===== config.mk =====
export PLATFORM = sky130hd
export DESIGN_NAME = sipo_deser_flat
export DESIGN_NICKNAME = d
export VERILOG_FILES = /design/src/rtl/sipo_pkg.sv /design/src/rtl/sipo_deser_if.sv /design/src/rtl/sipo_accum.sv /design/src/rtl/sipo_deser.sv /design/src/flat_wrapper.sv
export SDC_FILE = /design/constraint.sdc
export NUM_CORES = 1
export LEC_CHECK = 0
export ABC_AREA = 1
export CORE_UTILIZATION = 45
export CTS_BUF_LIST = sky130_fd_sc_hd__clkbuf_16
export CTS_CLUSTER_SIZE = 30
export DETAILED_ROUTE_END_ITERATION = 16
export GPL_ROUTABILITY_DRIVEN = 0
export HOLD_SLACK_MARGIN = 0.08
export PLACE_DENSITY = 0.74
export SYNTH_ARGS = -nofsm -noshare
export SYNTH_HDL_FRONTEND = slang
export SYNTH_SLANG_ARGS = --single-unit

===== constraint.sdc =====
create_clock -name clk -period 1.75 [get_ports clk]
set_clock_uncertainty 0.2 [all_clocks]
set_input_delay 0.175 -clock clk [delete_from_list [all_inputs] [get_ports clk]]
set_output_delay 0.175 -clock clk [all_outputs]
set_load 0.005 [all_outputs]

===== src/rtl/sipo_pkg.sv =====
// Shared constants and sizing helpers for the serial-to-parallel deserialiser.
package sipo_pkg;

  // Bit-order encodings for the MSB_FIRST parameter.
  localparam bit SIPO_MSB_FIRST = 1'b1;
  localparam bit SIPO_LSB_FIRST = 1'b0;

  // Beats needed to fill one output word.
  function automatic int unsigned beats_of(input int unsigned width, input int unsigned lanes);
    return (lanes == 0) ? 0 : width / lanes;
  endfunction

  // Width of a counter that can hold 0..beats_of(width, lanes).
  function automatic int unsigned cnt_width(input int unsigned width, input int unsigned lanes);
    return $clog2(beats_of(width, lanes) + 1);
  endfunction

endpackage


===== src/rtl/sipo_deser_if.sv =====
// Input beat and output word handshakes of the deserialiser, bundled as one interface.
interface sipo_deser_if #(
  parameter int unsigned WIDTH = 8,
  parameter int unsigned LANES = 1
);

  localparam int unsigned CW = sipo_pkg::cnt_width(WIDTH, LANES);

  logic             in_valid;
  logic             in_ready;
  logic [LANES-1:0] in_data;
  logic             in_last;
  logic             out_valid;
  logic             out_ready;
  logic [WIDTH-1:0] out_data;
  logic [CW-1:0]    out_beats;
  logic             out_last;

  // Upstream serial source plus downstream word sink.
  modport master (
    output in_valid, in_data, in_last, out_ready,
    input  in_ready, out_valid, out_data, out_beats, out_last
  );

  // The deserialiser itself.
  modport slave (
    input  in_valid, in_data, in_last, out_ready,
    output in_ready, out_valid, out_data, out_beats, out_last
  );

endinterface


===== src/rtl/sipo_accum.sv =====
// Beat accumulator: shifts beats in, counts them and produces the justified, zero-padded word
// on the beat that completes it.
module sipo_accum
  import sipo_pkg::*;
#(
  parameter int unsigned WIDTH     = 8,
  parameter int unsigned LANES     = 1,
  parameter bit          MSB_FIRST = SIPO_MSB_FIRST,
  localparam int unsigned BEATS    = beats_of(WIDTH, LANES),
  localparam int unsigned CW       = cnt_width(WIDTH, LANES)
) (
  input  logic             clk,
  input  logic             rst,
  input  logic             beat_en,
  input  logic [LANES-1:0] in_data,
  input  logic             in_last,
  output logic [WIDTH-1:0] word,
  output logic [CW-1:0]    beats,
  output logic             word_done
);

  logic [WIDTH-1:0] acc_q, acc_d;
  logic [CW-1:0]    cnt_q, cnt_d;
  logic [WIDTH-1:0] shifted;
  int unsigned      pad_bits;

  // Accumulator with the incoming beat already shifted in.
  if (BEATS == 1) begin : g_single
    assign shifted = in_data;
  end else if (MSB_FIRST) begin : g_msb
    assign shifted = {acc_q[WIDTH-LANES-1:0], in_data};
  end else begin : g_lsb
    assign shifted = {in_data, acc_q[WIDTH-1:LANES]};
  end

  assign word_done = beat_en && ((cnt_q == CW'(BEATS - 1)) || in_last);
  assign beats     = cnt_q + CW'(1);

  // Justify a short word: since acc restarts from zero, moving the filled part to its
  // final position leaves zeros in the unused beats.
  always_comb begin
    pad_bits = (BEATS - 1 - 32'(cnt_q)) * LANES;
    if (MSB_FIRST) begin
      word = shifted << pad_bits;
    end else begin
      word = shifted >> pad_bits;
    end
  end

  // Next accumulator/counter: shift on a plain beat, clear on the completing beat.
  always_comb begin
    acc_d = acc_q;
    cnt_d = cnt_q;
    if (beat_en) begin
      if (word_done) begin
        acc_d = '0;
        cnt_d = '0;
      end else begin
        acc_d = shifted;
        cnt_d = cnt_q + CW'(1);
      end
    end
  end

  // Accumulator and beat counter registers.
  always_ff @(posedge clk) begin
    if (rst) begin
      acc_q <= '0;
      cnt_q <= '0;
    end else begin
      acc_q <= acc_d;
      cnt_q <= cnt_d;
    end
  end

endmodule


===== src/rtl/sipo_deser.sv =====
// Serial-to-parallel deserialiser: assembles LANES-bit beats into WIDTH-bit words and holds
// each word in an output register until downstream takes it.
module sipo_deser
  import sipo_pkg::*;
#(
  parameter int unsigned WIDTH     = 8,
  parameter int unsigned LANES     = 1,
  parameter bit          MSB_FIRST = SIPO_MSB_FIRST
) (
  input  logic        clk,
  input  logic        rst,
  sipo_deser_if.slave bus
);

  localparam int unsigned CW = cnt_width(WIDTH, LANES);

  if ((LANES < 1) || (LANES > WIDTH) || ((WIDTH % LANES) != 0)) begin : g_bad_params
    $error("sipo_deser: WIDTH must be a non-zero multiple of LANES");
  end

  logic             in_ready;
  logic             beat_en;
  logic [WIDTH-1:0] word;
  logic [CW-1:0]    beats;
  logic             word_done;

  logic             out_valid_q;
  logic [WIDTH-1:0] out_data_q;
  logic [CW-1:0]    out_beats_q;
  logic             out_last_q;

  // A held word blocks new beats unless it is leaving this cycle.
  assign in_ready = !out_valid_q || bus.out_ready;
  assign beat_en  = bus.in_valid && in_ready;

  sipo_accum #(
    .WIDTH     (WIDTH),
    .LANES     (LANES),
    .MSB_FIRST (MSB_FIRST)
  ) u_accum (
    .clk       (clk),
    .rst       (rst),
    .beat_en   (beat_en),
    .in_data   (bus.in_data),
    .in_last   (bus.in_last),
    .word      (word),
    .beats     (beats),
    .word_done (word_done)
  );

  // Output register: a completing beat loads (even during a transfer); a bare transfer
  // only drops valid, keeping the last word's fields visible.
  always_ff @(posedge clk) begin
    if (rst) begin
      out_valid_q <= 1'b0;
      out_data_q  <= '0;
      out_beats_q <= '0;
      out_last_q  <= 1'b0;
    end else if (word_done) begin
      out_valid_q <= 1'b1;
      out_data_q  <= word;
      out_beats_q <= beats;
      out_last_q  <= bus.in_last;
    end else if (out_valid_q && bus.out_ready) begin
      out_valid_q <= 1'b0;
    end
  end

  assign bus.in_ready  = in_ready;
  assign bus.out_valid = out_valid_q;
  assign bus.out_data  = out_data_q;
  assign bus.out_beats = out_beats_q;
  assign bus.out_last  = out_last_q;

endmodule


===== src/flat_wrapper.sv =====
// flat-port wrapper written by rule: the top's interface ports become plain ports
module sipo_deser_flat import sipo_pkg::*;
#(
  parameter int unsigned WIDTH     = 8,
  parameter int unsigned LANES     = 1,
  parameter bit          MSB_FIRST = SIPO_MSB_FIRST
)
  (clk, rst, bus_in_valid, bus_in_data, bus_in_last, bus_out_ready, bus_in_ready, bus_out_valid, bus_out_data, bus_out_beats, bus_out_last);
  sipo_deser_if #(.WIDTH(WIDTH), .LANES(LANES)) bus_i ();
  input  logic clk;
  input  logic rst;
  input wire logic [$bits(bus_i.in_valid)-1:0] bus_in_valid;
  input wire logic [$bits(bus_i.in_data)-1:0] bus_in_data;
  input wire logic [$bits(bus_i.in_last)-1:0] bus_in_last;
  input wire logic [$bits(bus_i.out_ready)-1:0] bus_out_ready;
  output wire logic [$bits(bus_i.in_ready)-1:0] bus_in_ready;
  output wire logic [$bits(bus_i.out_valid)-1:0] bus_out_valid;
  output wire logic [$bits(bus_i.out_data)-1:0] bus_out_data;
  output wire logic [$bits(bus_i.out_beats)-1:0] bus_out_beats;
  output wire logic [$bits(bus_i.out_last)-1:0] bus_out_last;
  assign bus_i.in_valid = bus_in_valid;
  assign bus_i.in_data = bus_in_data;
  assign bus_i.in_last = bus_in_last;
  assign bus_i.out_ready = bus_out_ready;
  assign bus_in_ready = bus_i.in_ready;
  assign bus_out_valid = bus_i.out_valid;
  assign bus_out_data = bus_i.out_data;
  assign bus_out_beats = bus_i.out_beats;
  assign bus_out_last = bus_i.out_last;
  sipo_deser #(.WIDTH(WIDTH), .LANES(LANES), .MSB_FIRST(MSB_FIRST)) u_core (.clk(clk), .rst(rst), .bus(bus_i));
endmodule

==> results.cfg, run 1 <==
[status]
status = finished, final reports clean

[cts]
cts_tree = yes
cts_resized = 0
cts_sinks = 25
clock_latency_ns = 0.26
htree_levels = 1
postCtsSetupRepairBufs = 0
clock_path_buffers = 2
cts-root-buf = clkbuf_16
clkSlewWorstSetupHoldPaths_ns = 0.06
numCtsBuffers = 3
ctsHoldBuffers = 0

[grt]
grt_pass1_wl_um = 4961
track_usage_pct = 19.87
grt_max_degree = 14
antenna_found_initial = 0
grt_remaining_overflow = 0
grt_pass1_vias = 1132

[min_path]
holdCritPathClass = register to register

[logic_synthesis]
synth_most_common_cell = nand2_1
synth-main-ff-cell = dfxtp_1
synth_warnings = 0
syn_area_um2 = 1274
synth_seq_cells = 25
synth_top_area_cell = dfxtp_1
synth-edff-count = 0
synth_fp_nets = 188
synth_cell_type_count = 23
synth_top_area_share_pct = 39.29
synth_area_leaders = dfxtp_1, nand2_1, a21oi_1, nand3_2, nand3_1
netlist_top_cells_count = nand2_1, dfxtp_1, a21oi_1
synth-seq-area-share_pct = 39.29
async_reset_ff_share_pct = 0
syn_area_per_cell_um2 = 7.037
postSynthCellCount = 181

[timing]
setup_slack_ns = 0.1389
worst_pin_slew_ns = 0.2862
setup_viol = 0
final_max_slew_viol_count = 0
fin_crit_ns = 1.611
hold_viol_final = 0
fin_crit_sh_pct = 92.07
slew_headroom_pct = 80.90
fmax_mhz = 620.7
rsz0062_at_grt = false
tns_ns = 0

[die]
io_pins = 21
rows = 18
die_w_um = 55.20
coreArea_um2 = 2567
dieArea_um2 = 3047
die_height_um = 55.20
start_util_pct = 49.61

[routing]
drt-vias-per-instance = 5.368
first_pass_iters = 4
highest_layer = met4
postRouteAntennaNets = 0
routed_wl_um = 2917
met1_length_um = 1213
met3_length_um = 196
via_count = 1256
route.met2.wl_um = 1470
first_iter_violations = 42
drc = 0
wl_per_cell_um = 12.47

[power]
pwr_density_cell_nw_per_um2 = 783.2
ir_worst_vdd_v = 0.0004828
power.leakage_nw = 0.6378

[critical_path]
path_delay_family = compound AO/OA/AOI/OAI gates
crit_path_max_fanout = 13
critPathArrivalTime_ns = 1.56
crit_required_ns = 1.70
crit_path_max_incr_delay_ns = 0.34
slowest_stage = dfxtp_1
path_cells = ha_1 > nand2_1 > o21bai_2 > nand2_2 > inv_2 > o21ai_0 > o211a_1
criticalPathCategory = register to register
start_kind = register
endpoint_kind = register
crit_buf_inv = 1

[placed_design]
post-place-ws_ns = 0.006543
hpwl_um = 2062
io_buffers = 20

[cells_and_area]
fin_nets = 212
multiInputGateArea_um2 = 648.1
drive_gt1_share_pct = 14.22
seqCellArea_um2 = 500.5
syn_to_final_growth_pct = 24.46
diodes = 0
nFillCells = 249

[flow_run]
drv_cap = 0
## final timing paths
| check | startpoint | to | slack, ns | depth (start not counted) |
|---|---|---|---|---|
| worst max-delay path | u_core.u_accum.cnt_q[0] | u_core.bus.out_data[0] | 0.14 | 7 |
| worst min register to register | u_core.bus.out_last | u_core.bus.out_last | 0.26 | 2 |
| worst max register to register | u_core.u_accum.cnt_q[0] | u_core.bus.out_data[0] | 0.14 | 7 |
| worst min-delay path | u_core.bus.out_last | u_core.bus.out_last | 0.26 | 2 |
## area by class of cell
type / instances / share of cell area, %
multi-input cells: 132 / 40.88
flip-flops and latches: 25 / 31.57
repair buffers: 29 / 16.89
clock buffers: 3 / 4.736
inverters: 14 / 3.315
well taps: 30 / 2.368
clock inverters: 1 / 0.2368
## cells by family (layout without fill, tap and decap cells)
family | count (synthesis) | after routing | synth area share, %
and+or+nand+nor | 100 | 100 | 35.46
buffers and inverters | 24 | 47 | 9.822
xor gates and xnor gates | 2 | 2 | 1.375
AOI/OAI and AO/OA | 29 | 29 | 13.06
adders and majority gates | 1 | 1 | 0.9822
DFF | 25 | 25 | 39.29
## per-stage QoR
step / power, W / utilization [%] / std cells / cell area [um^2] / hold slack, ns
5_1_grt: 0.001294 / 61.74 / 234 / 1585 / 0.2846
3_3_place_gp: 0.0007484 / 58.67 / 230 / 1506 / 0.2512
2_1_floorplan: 0.0006908 / - / 181 / 1274 / 0.1179
6_report: 0.001242 / 61.74 / 234 / 1585 / 0.2597
3_5_place_dp: 0.0007523 / 58.67 / 230 / 1506 / 0.2542
4_1_cts: 0.001245 / 61.74 / 234 / 1585 / 0.2641
## where the power goes
group          switching (W)  total, W  internal [W]
clock               0.000194  0.000500      0.000305
combinational      0.0000797  0.000148     0.0000682
sequential        0.00000920  0.000594      0.000585
## worst min-delay path, stage by stage (launching register included)
cell and delay (ns):
dfxtp_1 0.31, nand2_1 0.06, a21oi_1 0.05
## routing by layer
layer  track usage, %  vias up
met4            6.429        0
met3            3.747        5
met1            24.56      576
met5                0        -
met2            34.60       47
li1                 -      628
## sequential cells by signal (all words and copies together) (netlist names)
name and cells:
u_core.bus.out_data 8, u_core.u_accum.acc_q 7, u_core.bus.out_beats 4, u_core.u_accum.cnt_q 4, u_core.bus.out_last 1, u_core.bus.out_valid 1
## cell usage in the layout, fill, tap and decap left out, types with 3 or more instances in the layout
cell / count
a21oi_1: 18
buf_4: 9
clkbuf_16: 3
clkdlybuf4s50_1: 20
dfxtp_1: 25
inv_1: 11
inv_2: 4
nand2_1: 60
nand3_1: 13
nand3_2: 8
nor2_1: 15
o21ai_0: 5
Power figures use the tool's default switching activity.
==> run 2, diff against run 1 <==
--- a/config.mk
+++ b/config.mk
@@ -10,9 +10,10 @@
 export CTS_BUF_LIST = sky130_fd_sc_hd__clkbuf_16
 export CTS_CLUSTER_SIZE = 30
 export DETAILED_ROUTE_END_ITERATION = 16
+export DONT_BUFFER_PORTS = 1
 export GPL_ROUTABILITY_DRIVEN = 0
 export HOLD_SLACK_MARGIN = 0.08
-export PLACE_DENSITY = 0.74
+export PLACE_DENSITY = 0.65
 export SYNTH_ARGS = -nofsm -noshare
 export SYNTH_HDL_FRONTEND = slang
 export SYNTH_SLANG_ARGS = --single-unit
==> results.cfg, run 2 (synthesis results as in run 1) <==
[min_path]
holdCritPathClass = input pin to register
hp-start = bus_in_last
hold_depth = 4
hold_end = u_core.bus.out_last

[timing]
fin_crit_ns = 1.585
rsz0062_at_grt = false
fin_crit_sh_pct = 90.55
hold_viol_final = 0
fmax_mhz = 631.1
whs_ns = 0.1292
setup_viol = 0
final_max_slew_viol_count = 0
slew_headroom_pct = 45.40
worst_pin_slew_ns = 0.8190
tns_ns = 0

[critical_path]
start_kind = input pin
critPathArrivalTime_ns = 1.56
endpoint_kind = register
crit_path_max_incr_delay_ns = 0.52
regToRegEndpoint = u_core.bus.out_data[5]
slowest_stage = dlygate4sd3_1
criticalPathCategory = input pin to register
crit_path_max_fanout = 11
path_delay_family = buffers and inverters
r2r_slack_ns = 0.19
crit_buf_inv = 4
r2r_start = u_core.u_accum.cnt_q[0]
crit_required_ns = 1.73
path_cells = dlygate4sd3_1 > inv_1 > nand2_2 > nand2_2 > buf_4 > nor2_1 > buf_4 > nor2_1 > a211oi_1
r2r_cells = 7

[die]
rows = 18
die_height_um = 55.20
io_pins = 21
dieArea_um2 = 3047
start_util_pct = 49.61
coreArea_um2 = 2567
die_w_um = 55.20

[grt]
grt_pass1_vias = 1048
track_usage_pct = 18.69
antenna_found_initial = 0
grt_pass1_wl_um = 4595
grt_max_degree = 22
grt_remaining_overflow = 0

[routing]
postRouteAntennaNets = 0
routed_wl_um = 2675
first_pass_iters = 4
first_iter_violations = 29
drc = 0
via_count = 1115
wl_per_cell_um = 12.38
drt-vias-per-instance = 5.162

[cts]
htree_levels = 1
clkSlewWorstSetupHoldPaths_ns = 0.07
numCtsBuffers = 3
cts-root-buf = clkbuf_16
clock_latency_ns = 0.26
cts_tree = yes
postCtsSetupRepairBufs = 0
clock_path_buffers = 2
cts_sinks = 25

[flow_run]
drv_cap = 0

[cells_and_area]
syn_to_final_growth_pct = 11.79
final_cell_mix = nand2_1, dfxtp_1, a21oi_1, nor2_1, nand3_1
nFillCells = 257
final_common_cell = nand2_1
diodes = 0
drive_gt1_share_pct = 15.05
seqCellArea_um2 = 500.5
multiInputGateArea_um2 = 650.6
fin_nets = 194
largest_reg_flops = 8

[power]
power.leakage_nw = 0.5757
ir_worst_vdd_v = 0.0009374
pwr_density_cell_nw_per_um2 = 857.7

[placed_design]
io_buffers = 0
hpwl_um = 1987

[status]
status = finished, final reports clean
-- run 2: where the power goes --
| group | internal, W | total (W) | leakage, nW | switching (W) |
|---|---|---|---|---|
| combinational | 0.0000418 | 0.000113 | 0.336 | 0.0000708 |
| sequential | 0.000585 | 0.000597 | 0.203 | 0.0000117 |
| clock | 0.000310 | 0.000512 | 0.0371 | 0.000202 |
| total | 0.000937 | 0.00122 | 0.576 | 0.000285 |
-- run 2: layer usage --
layer | share of wire, % | vias to the layer above | track usage (%)
met5 | 0 | - | 0
met4 | 0.37 | 0 | 2.857
met3 | 4.5 | 2 | 6.323
met2 | 49 | 23 | 31.67
met1 | 46 | 496 | 23.42
li1 | - | 594 | -
-- run 2: tightest hold or removal path: cells and delay by family --
family | cells | cell delay, ns
and+or+nand+nor | 2 | 0.21
AOI/OAI and AO/OA | 2 | 0.15
-- run 2: cell type report --
type | instances | share of cell area [%]
sequential | 25 | 35.15
timing repair buffer | 11 | 6.854
clock inverter | 1 | 0.5272
tap | 30 | 2.636
clock buffer | 3 | 5.272
multi-input combinational | 132 | 45.69
inverter | 14 | 3.866
-- run 2: worst max-delay path by stage --
stage	cells past startpoint	slack (ns)	endpoint	startpoint
floorplan	8	0.30	u_core.bus.out_data[5]	u_core.u_accum.cnt_q[0]
global placement	7	0.24	u_core.bus.out_data[0]	u_core.u_accum.cnt_q[0]
detailed placement	7	0.15	u_core.bus.out_data[0]	u_core.u_accum.cnt_q[0]
CTS	8	0.03	u_core.bus.out_last	bus_out_ready
global route	7	0.06	u_core.bus.out_data[0]	u_core.u_accum.cnt_q[0]
finish	9	0.17	u_core.u_accum.cnt_q[0]	bus_out_ready
-- run 2: stage by stage --
stage               std cells  utilization [%]  total power, W  area, um^2  setup WS, ns
floorplan                 181                -       0.0006908        1274        0.3008
global placement          207            50.00       0.0007009        1284        0.2435
detailed placement        207            50.00       0.0007036        1284        0.1500
CTS                       217            55.56        0.001237        1426       0.03283
global route              216            55.46        0.001272        1424       0.06352
finish                    216            55.46        0.001221        1424        0.1655
-- run 2: timing repair --
action,CTS,global route
hold buffers,6,0
gates resized for setup,0,3
endpoints found under the setup margin,0,6
hold endpoints to repair,25,0
